===== src/rtl/code_game_pkg.sv =====
// rtl/code_game_pkg.sv - shared constants, types and helpers for the code guessing game
//
// Purpose: common definitions for the secret-code checker and its score calculator.
//   DIGITS    : digits per code
//   DIGIT_W   : bits per digit
//   CODE_W    : total code width (DIGITS*DIGIT_W)
//   NUM_VALS  : number of distinct digit values
//   state_t   : checker FSM states
//   digit_t   : one code digit
//   get_digit : extract digit at position pos (position 0 = MSBs)

package code_game_pkg;

  localparam int DIGITS   = 4;
  localparam int DIGIT_W  = 2;
  localparam int CODE_W   = DIGITS * DIGIT_W;
  localparam int NUM_VALS = 1 << DIGIT_W;

  typedef enum logic [1:0] {
    ENTRY,
    SCORE,
    WIN,
    LOSE
  } state_t;

  typedef logic [DIGIT_W-1:0] digit_t;

  // Position 0 is the first digit entered and lives in the most significant bits.
  function automatic digit_t get_digit(input logic [CODE_W-1:0] value, input int pos);
    return value[(DIGITS-1-pos)*DIGIT_W +: DIGIT_W];
  endfunction

endpackage


===== src/rtl/code_score_calc.sv =====
// rtl/code_score_calc.sv - combinational Mastermind-style scorer
//
// Purpose: scores a complete guess against the secret code.
// Ports:
//   guess   in  CODE_W  guess, digit 0 in MSBs
//   code    in  CODE_W  secret code, digit 0 in MSBs
//   exact   out 3       positions where guess and code agree
//   partial out 3       right digit in wrong position

module code_score_calc
  import code_game_pkg::*;
(
  input  logic [CODE_W-1:0] guess,
  input  logic [CODE_W-1:0] code,
  output logic [2:0]        exact,
  output logic [2:0]        partial
);

  logic [2:0] exact_cnt;
  logic [2:0] matched_cnt;
  logic [2:0] code_cnt;
  logic [2:0] guess_cnt;

  // Total matched digits is the per-value minimum of the two histograms,
  // summed; that total already contains the exact hits, so partial is the
  // difference. Neither sum can exceed DIGITS, so 3 bits never overflow.
  always_comb begin
    exact_cnt   = 3'd0;
    matched_cnt = 3'd0;
    code_cnt    = 3'd0;
    guess_cnt   = 3'd0;

    for (int i = 0; i < DIGITS; i++) begin
      if (get_digit(guess, i) == get_digit(code, i)) begin
        exact_cnt = exact_cnt + 3'd1;
      end
    end

    for (int v = 0; v < NUM_VALS; v++) begin
      code_cnt  = 3'd0;
      guess_cnt = 3'd0;
      for (int i = 0; i < DIGITS; i++) begin
        if (get_digit(code, i) == digit_t'(v)) begin
          code_cnt = code_cnt + 3'd1;
        end
        if (get_digit(guess, i) == digit_t'(v)) begin
          guess_cnt = guess_cnt + 3'd1;
        end
      end
      matched_cnt = matched_cnt + ((code_cnt < guess_cnt) ? code_cnt : guess_cnt);
    end

    exact   = exact_cnt;
    partial = matched_cnt - exact_cnt;
  end

endmodule


===== config.mk =====
export PLATFORM = sky130hd
export DESIGN_NAME = code_score_calc
export DESIGN_NICKNAME = d
export VERILOG_FILES = /design/src/rtl/code_game_pkg.sv /design/src/rtl/code_score_calc.sv
export SDC_FILE = /design/constraint.sdc
export NUM_CORES = 1
export LEC_CHECK = 0
export CAP_MARGIN = 10
export CORE_ASPECT_RATIO = 0.9
export CORE_UTILIZATION = 55
export DETAILED_ROUTE_END_ITERATION = 7
export PLACE_DENSITY_LB_ADDON = 0.1
export RECOVER_POWER = 50
export REMOVE_ABC_BUFFERS = 1
export SYNTH_ARGS = -nofsm -noshare
export SYNTH_HDL_FRONTEND = slang
export SYNTH_SLANG_ARGS = --single-unit

===== constraint.sdc =====
create_clock -name vclk -period 12.2
set_input_delay 2.44 -clock vclk [all_inputs]
set_output_delay 2.44 -clock vclk [all_outputs]
set_load 0.01 [all_outputs]

# After elaboration in Yosys (flattened, before gate mapping)
# Cells that the tools add are included.
totals:
  reg_bits: 0
  inputBits: 16
  output_inout_bits: 6
  elab_cells: 111
op_classes:
  n_reduce_logical: 8
  n_addsub: 31
  eq_ne: 28
  magnitude_cmp: 4
  mux: 40
op_table:
  columns: ["operator", "count"]
  rows:
  - ["$mux W3", 31]
  - ["$add A3 B1 Y3 const B", 27]
  - ["$eq A2 B2 Y1 const B", 16]
  - ["$eq A2 B1 Y1 const B", 8]
  - ["$logic_not A2 Y1", 8]
  - ["$lt A3 B3 Y1", 4]
  - ["$add A3 B3 Y3", 3]
  - ["$mux W1", 9]
  - ["$eq A2 B2 Y1", 4]
  - ["$sub A3 B3 Y3", 1]

# Logic depth before layout (Yosys ltp)
# Gate-level depths: netlist of run 1.
depth:
  word_depth: 14
  mapped_depth: 21
  depth_no_buf: 21

# Worst setup path before layout of run 1
# No wires, ideal clock.
synth_timing:
  kind: "input port to output port"
  from: "input code[7]"
  to: "output partial[2]"
  arrival_ns: 6.911
  required_time_ns: 9.760
  stages: 17
  setup_slack_ns: 2.849
  path_buffers: 0
  path_cell_list: "and2_1 > ha_1 > xnor2_1 > ha_1 > mux2_2 > ha_1 > nor3_1 > a221oi_2 > mux2_1 > fa_1 > fa_1 > fa_1 > ha_1 > xor2_1 > xnor2_1 > xnor2_1 > xnor2_1"
synth_between:
  elab_chain_len: 14
  elab_cells_between_ends: 52
  classes_between: "add/sub (19); order compare (4); eq/ne (4); mux (24); reduce/logical (1)"
synth_lines:
  columns: ["element", "line", "text"]
  rows:
  - ["from (decl)", "code_score_calc.sv:14", "input logic [CODE_W-1:0] code,"]
  - ["$eq A2 B1 Y1 / $logic_not A2 Y1 (equally long branches)", "code_score_calc.sv:43", "if (get_digit(code, i) == digit_t'(v)) begin"]
  - ["$mux W1", "code_score_calc.sv:43", null]
  - ["$add A3 B1 Y3", "code_score_calc.sv:44", "code_cnt = code_cnt + 3'd1;"]
  - ["$mux W3", "code_score_calc.sv:43", null]
  - ["$add A3 B1 Y3", "code_score_calc.sv:44", null]
  - ["$mux W3", "code_score_calc.sv:43", null]
  - ["$add A3 B1 Y3", "code_score_calc.sv:44", null]
  - ["$mux W3", "code_score_calc.sv:43", null]
  - ["$lt A3 B3 Y1", "code_score_calc.sv:50", "matched_cnt = matched_cnt + ((code_cnt < guess_cnt) ? code_cnt : guess_cnt);"]
  - ["$mux W3", "code_score_calc.sv:50", null]
  - ["$add A3 B3 Y3 (3 in series)", "code_score_calc.sv:50", null]
  - ["$sub A3 B3 Y3 *", "code_score_calc.sv:54", "partial = matched_cnt - exact_cnt;"]
  - ["to (decl)", "code_score_calc.sv:16", "output logic [2:0] partial"]
# Every way passes the cells marked *; elsewhere a longest branch is shown, timed or not.

# Final worst setup path of run 1
# Same ends and word-level chain as after synthesis.

==> reports/metrics.csv, run 1 <==
metric,value,unit
"Min Clock Period, post-route",10.58,ns
top achievable clock speed,94.5,MHz
total length of routed wires,3870,µm
post-cts sizing count,0,
average cell area after synthesis,7.92,µm²
DR pass1 iterations,4,
Routed Antenna Nets,0,
register area,0,µm²
detailed-route vias per instance,5.26,
global-route wire length before repair,6460,µm
synth warn,0,
status,finished clean,
pins over their slew limit,0,
share of the yosys chip area belonging to registers,0,%
Worst Setup Path Type,primary input to output pin,
overflow left after global routing,0,
Layout Utilization,64.9,%
cell-by-cell trace of the critical path,"clkdlybuf4s50_1, and2_1, ha_1, xnor2_1, ha_1, nand3_1, xor2_1, ha_1, a221oi_2, mux2_1, fa_1, fa_1, fa_1, ha_1, xor2_1, xnor2_1, xnor2_1, xnor2_1, clkdlybuf4s50_1",
vias in the first global route,1508,
"Area growth, synth to finish",11.6,%
vias,1630,
Syn Std Cell Area,1980,µm²
Fill cells,323,
highest metal layer used by the detailed router,met4,
Die H,58.9,µm
number of placed I/O pins,22,
met2 routed wirelength,1850,µm
antenna violations before repair,0,
gate family responsible for the most delay along the worst path,adder cells,
most repeated cell in the gate-level netlist after synthesis,sky130_fd_sc_hd__ha_1,
Critical Path Slowest Stage Cell,sky130_fd_sc_hd__clkdlybuf4s50_1,
clock buffer count,0,
HPWL Detailed,3410,µm
most instantiated cells after synthesis,"sky130_fd_sc_hd__ha_1, sky130_fd_sc_hd__inv_1, sky130_fd_sc_hd__xnor2_1, sky130_fd_sc_hd__nand2_1, sky130_fd_sc_hd__nor2_1",
number of port buffers,22,
largest fanout on the critical path,5,
critical path's largest stage delay,0.54,ns
width of the die,65.2,µm
Critical Path Source Type,primary input,
largest area contributor in the synthesized netlist,sky130_fd_sc_hd__ha_1,
worst endpoint data arrival time,8.14,ns
Antenna diodes,0,
main area contributors after synthesis,"sky130_fd_sc_hd__ha_1, sky130_fd_sc_hd__xnor2_1, sky130_fd_sc_hd__inv_1, sky130_fd_sc_hd__xor2_1, sky130_fd_sc_hd__xnor3_1",
endpoint class of the critical path,output pin,
worst slew slack as a fraction of its limit,72.1,%
gate count after technology mapping,250,
count of sequential standard cells,0,
DIE AREA,3840,µm²
area share of the leading cell type in the synthesized netlist,24.7,%
routability-driven placement congestion ratio,0.775,
RSZ-0062 raised after global routing,no,
Post-CTS Hold Fix Bufs,0,
largest net degree at the start of global routing,11,
M1 wire length,1920,µm
Power Dens Cells,117,nW/µm²
average wire per standard cell,12.5,µm
total global routing track utilization,21.0,%
Initial Utilization,58.2,%
static leakage,1.04,nW
Crit path buffers/inverters,2,
standard cell core area,3400,µm²
fraction of final layout cells with drive strength greater than 1,8.27,%
"Hold Violations, Final",0,
total negative setup slack,0,ns
Hold Crit Class,primary input to output pin,
Netlist cell types,44,
Tightest Pin Transition,0.417,ns
share of the cycle needed by the critical path after routing,86.7,%
Row Count,20,
net count of the finished layout,327,
number of buffers inserted by post-CTS setup repair,0,
number of violations of the max-capacitance limit,0,
residual DRC count,0,
final setup violating endpoints,0,
WP data required,9.76,ns
WL met3,79,µm
initial drt markers,31,
Peak VDD IR,0.0000834,V
## worst min-delay path: stages
cell and delay (ns):
sky130_fd_sc_hd__clkdlybuf4s50_1 0.57, sky130_fd_sc_hd__xnor2_1 0.23, sky130_fd_sc_hd__nand2_1 0.11, sky130_fd_sc_hd__xnor2_1 0.12
sky130_fd_sc_hd__clkdlybuf4s50_1 0.49
## cell families (layout without fill, tap and decap cells)
family                   Yosys count  in the layout  synth area share, %
adder cells (fa/ha/maj)           44             44                 29.2
AND/OR/NAND/NOR                   84             84                 22.3
AO/OA/AOI/OAI                     30             30                 11.8
buffers and inverters             38             54                 8.34
XOR/XNOR                          45             45                 23.5
multiplexers                       9              9                 4.87
## through the flow
| step | hold WS [ns] | instance area [µm²] | total power, W | setup slack (ns) | cells |
|---|---|---|---|---|---|
| final | 6.40 | 2210 | 0.000258 | 1.62 | 310 |
| after global routing | 6.50 | 2210 | 0.000284 | 1.31 | 310 |
| after CTS | 6.35 | 2210 | 0.000260 | 1.58 | 310 |
| after detailed placement | 6.35 | 2210 | 0.000259 | 1.60 | 310 |
| after global placement | 6.33 | 2210 | 0.000255 | 1.64 | 310 |
| after floorplan | 5.14 | 1930 | 0.000172 | 2.85 | 244 |
## final cells by class
cell class	count	area, µm²	area share [%]
Inverter	32	120	5.44
Multi-Input combinational cell	212	1810	82.1
Timing Repair Buffer	22	220	9.97
Tap cell	44	55.1	2.49
## cells in the final DEF, fill, tap and decap left out, types with 5 or more instances in the layout
cell type,instances
sky130_fd_sc_hd__a21oi_1,6
sky130_fd_sc_hd__clkdlybuf4s50_1,19
sky130_fd_sc_hd__ha_1,39
sky130_fd_sc_hd__inv_1,32
sky130_fd_sc_hd__nand2_1,20
sky130_fd_sc_hd__nand2b_1,13
sky130_fd_sc_hd__nand3_1,7
sky130_fd_sc_hd__nor2_1,14
sky130_fd_sc_hd__nor2b_1,5
sky130_fd_sc_hd__nor3_1,7
sky130_fd_sc_hd__o21ai_0,7
sky130_fd_sc_hd__xnor2_1,26
sky130_fd_sc_hd__xor2_1,13
## final timing paths
path	startpoint	endpoint	slack, ns	depth (start not counted)
hold / removal	code[1]	exact[0]	6.40	5
setup / recovery	code[7]	partial[2]	1.62	19
## power by group
part / switching (W) / total (W) / internal, W
sequential: 0 / 0 / 0
clock: 0 / 0 / 0
combinational: 0.000116 / 0.000258 / 0.000142
## metal layers
layer | up-vias | GRT usage (%)
li1 | 863 | -
met1 | 742 | 28.7
met2 | 23 | 38.9
met3 | 2 | 0
met4 | 0 | 1.24
met5 | - | 0
Note: power is estimated with default switching activity, not from simulation.
==> run 2, diff against run 1 <==
--- a/config.mk
+++ b/config.mk
@@ -12,6 +12,7 @@
 export PLACE_DENSITY_LB_ADDON = 0.1
 export RECOVER_POWER = 50
 export REMOVE_ABC_BUFFERS = 1
+export SLEW_MARGIN = 10
 export SYNTH_ARGS = -nofsm -noshare
 export SYNTH_HDL_FRONTEND = slang
 export SYNTH_SLANG_ARGS = --single-unit
==> results of run 2 <==
Final layout, timing and power as in run 1 (identical DEF).
==> run 3, diff against run 2 <==
--- a/config.mk
+++ b/config.mk
@@ -9,7 +9,7 @@
 export CORE_ASPECT_RATIO = 0.9
 export CORE_UTILIZATION = 55
 export DETAILED_ROUTE_END_ITERATION = 7
-export PLACE_DENSITY_LB_ADDON = 0.1
+export PLACE_DENSITY_LB_ADDON = 0.08
 export RECOVER_POWER = 50
 export REMOVE_ABC_BUFFERS = 1
 export SLEW_MARGIN = 10
==> reports/metrics.csv, run 3 (synthesis results as in run 1) <==
metric,value,unit
Placed Instances,310,
switching portion of total power,45.4,%
gate family responsible for the most delay along the worst path,adder cells,
Critical Path Slowest Stage Cell,sky130_fd_sc_hd__clkdlybuf4s50_1,
post-cts sizing count,0,
Post-CTS Hold Fix Bufs,0,
global-route wire length before repair,6400,µm
endpoint class of the critical path,output pin,
Peak VDD IR,0.000106,V
largest fanout on the critical path,5,
width of the die,65.2,µm
total global routing track utilization,21.3,%
Row Count,20,
routability-driven placement congestion ratio,0.823,
fraction of final layout cells with drive strength greater than 1,8.27,%
total negative setup slack,0,ns
total length of routed wires,3810,µm
vias,1587,
Initial Utilization,58.2,%
power share of the sequential group,0,%
highest-count cells in the layout ignoring fill and taps,"sky130_fd_sc_hd__ha_1, sky130_fd_sc_hd__inv_1, sky130_fd_sc_hd__xnor2_1",
WP data required,9.76,ns
most frequent standard cell in the layout excluding fill and tap cells,sky130_fd_sc_hd__ha_1,
"Area growth, synth to finish",11.6,%
clock network fraction of design power,0,%
average wire per standard cell,12.3,µm
vias in the first global route,1474,
Crit path buffers/inverters,2,
register area,0,µm²
Die H,58.9,µm
Hold Crit Class,primary input to output pin,
total internal power,0.000142,W
number of port buffers,22,
DR pass1 iterations,4,
initial drt markers,58,
worst slew slack as a fraction of its limit,72.3,%
critical path's largest stage delay,0.57,ns
pins over their slew limit,0,
status,finished clean,
clock buffer count,0,
number of buffers inserted by post-CTS setup repair,0,
number of violations of the max-capacitance limit,0,
antenna violations before repair,0,
share of the cycle needed by the critical path after routing,87.1,%
Worst Setup Path Type,primary input to output pin,
standard cell core area,3400,µm²
residual DRC count,0,
cell area after placement,2210,µm²
Tightest Pin Transition,0.414,ns
RSZ-0062 raised after global routing,no,
DIE AREA,3840,µm²
Logic pwr share,100.0,%
worst endpoint data arrival time,8.18,ns
net count of the finished layout,327,
final setup violating endpoints,0,
"Hold Violations, Final",0,
Critical Path Source Type,primary input,
"final std cell area, no fill",2210,µm²
Power Dens Cells,117,nW/µm²
detailed-route vias per instance,5.12,
static leakage,1.04,nW
overflow left after global routing,0,
cell-by-cell trace of the critical path,"clkdlybuf4s50_1, or2_2, ha_1, or3b_4, and2_1, ha_1, nor3b_2, a31oi_4, or3_1, a221oi_2, o31a_1, fa_1, fa_1, fa_1, ha_1, xor2_1, xnor2_1, xnor2_1, xnor2_1, clkdlybuf4s50_1",
final-layout worst hold slack,6.37,ns
Routed Antenna Nets,0,
"Min Clock Period, post-route",10.62,ns
multi-input gate area in the final layout,1810,µm²
top achievable clock speed,94.1,MHz
post-route insts no fill,310,
number of placed I/O pins,22,
count of sequential standard cells,0,
Fill cells,324,
total net switching power,0.000118,W
largest net degree at the start of global routing,11,
HPWL Detailed,3400,µm
Antenna diodes,0,
-- run 3: cell counts in the layout (fill, tap and decap cells not counted) --
Identical to the previous run, type by type.
-- run 3: stage by stage --
| stage | util [%] | worst slack, ns | total power [W] |
|---|---|---|---|
| after floorplan | - | 2.85 | 0.000172 |
| final | 64.9 | 1.58 | 0.000259 |
| after CTS | 64.9 | 1.55 | 0.000263 |
| after global placement | 64.9 | 1.65 | 0.000255 |
| after global routing | 64.9 | 1.30 | 0.000286 |
| after detailed placement | 64.9 | 1.57 | 0.000262 |
-- run 3: layout make-up --
class / count / area share (%)
inverters: 32 / 5.44
repair buffers: 22 / 9.97
multi-input cells: 212 / 82.1
well taps: 44 / 2.49
-- run 3: final timing paths --
check | slack [ns] | from | end | cells after the start
max | 1.58 | code[5] | partial[2] | 20
min | 6.37 | guess[1] | exact[0] | 5
-- run 3: layer usage --
metal / share of wire (%) / global-route usage [%] / up-vias
li1: - / - / 863
met1: 50 / 29.1 / 715
met2: 49 / 40.1 / 9
met3: 0.68 / 0 / 0
met4: 0 / 0 / 0
met5: 0 / 0 / -
-- run 3: power groups by stage --
stage / sequential, W / clock, W / combinational [W]
2_1_floorplan: 0 / 0 / 0.000172
5_1_grt: 0 / 0 / 0.000286
3_5_place_dp: 0 / 0 / 0.000262
4_1_cts: 0 / 0 / 0.000263
3_3_place_gp: 0 / 0 / 0.000255
6_report: 0 / 0 / 0.000259
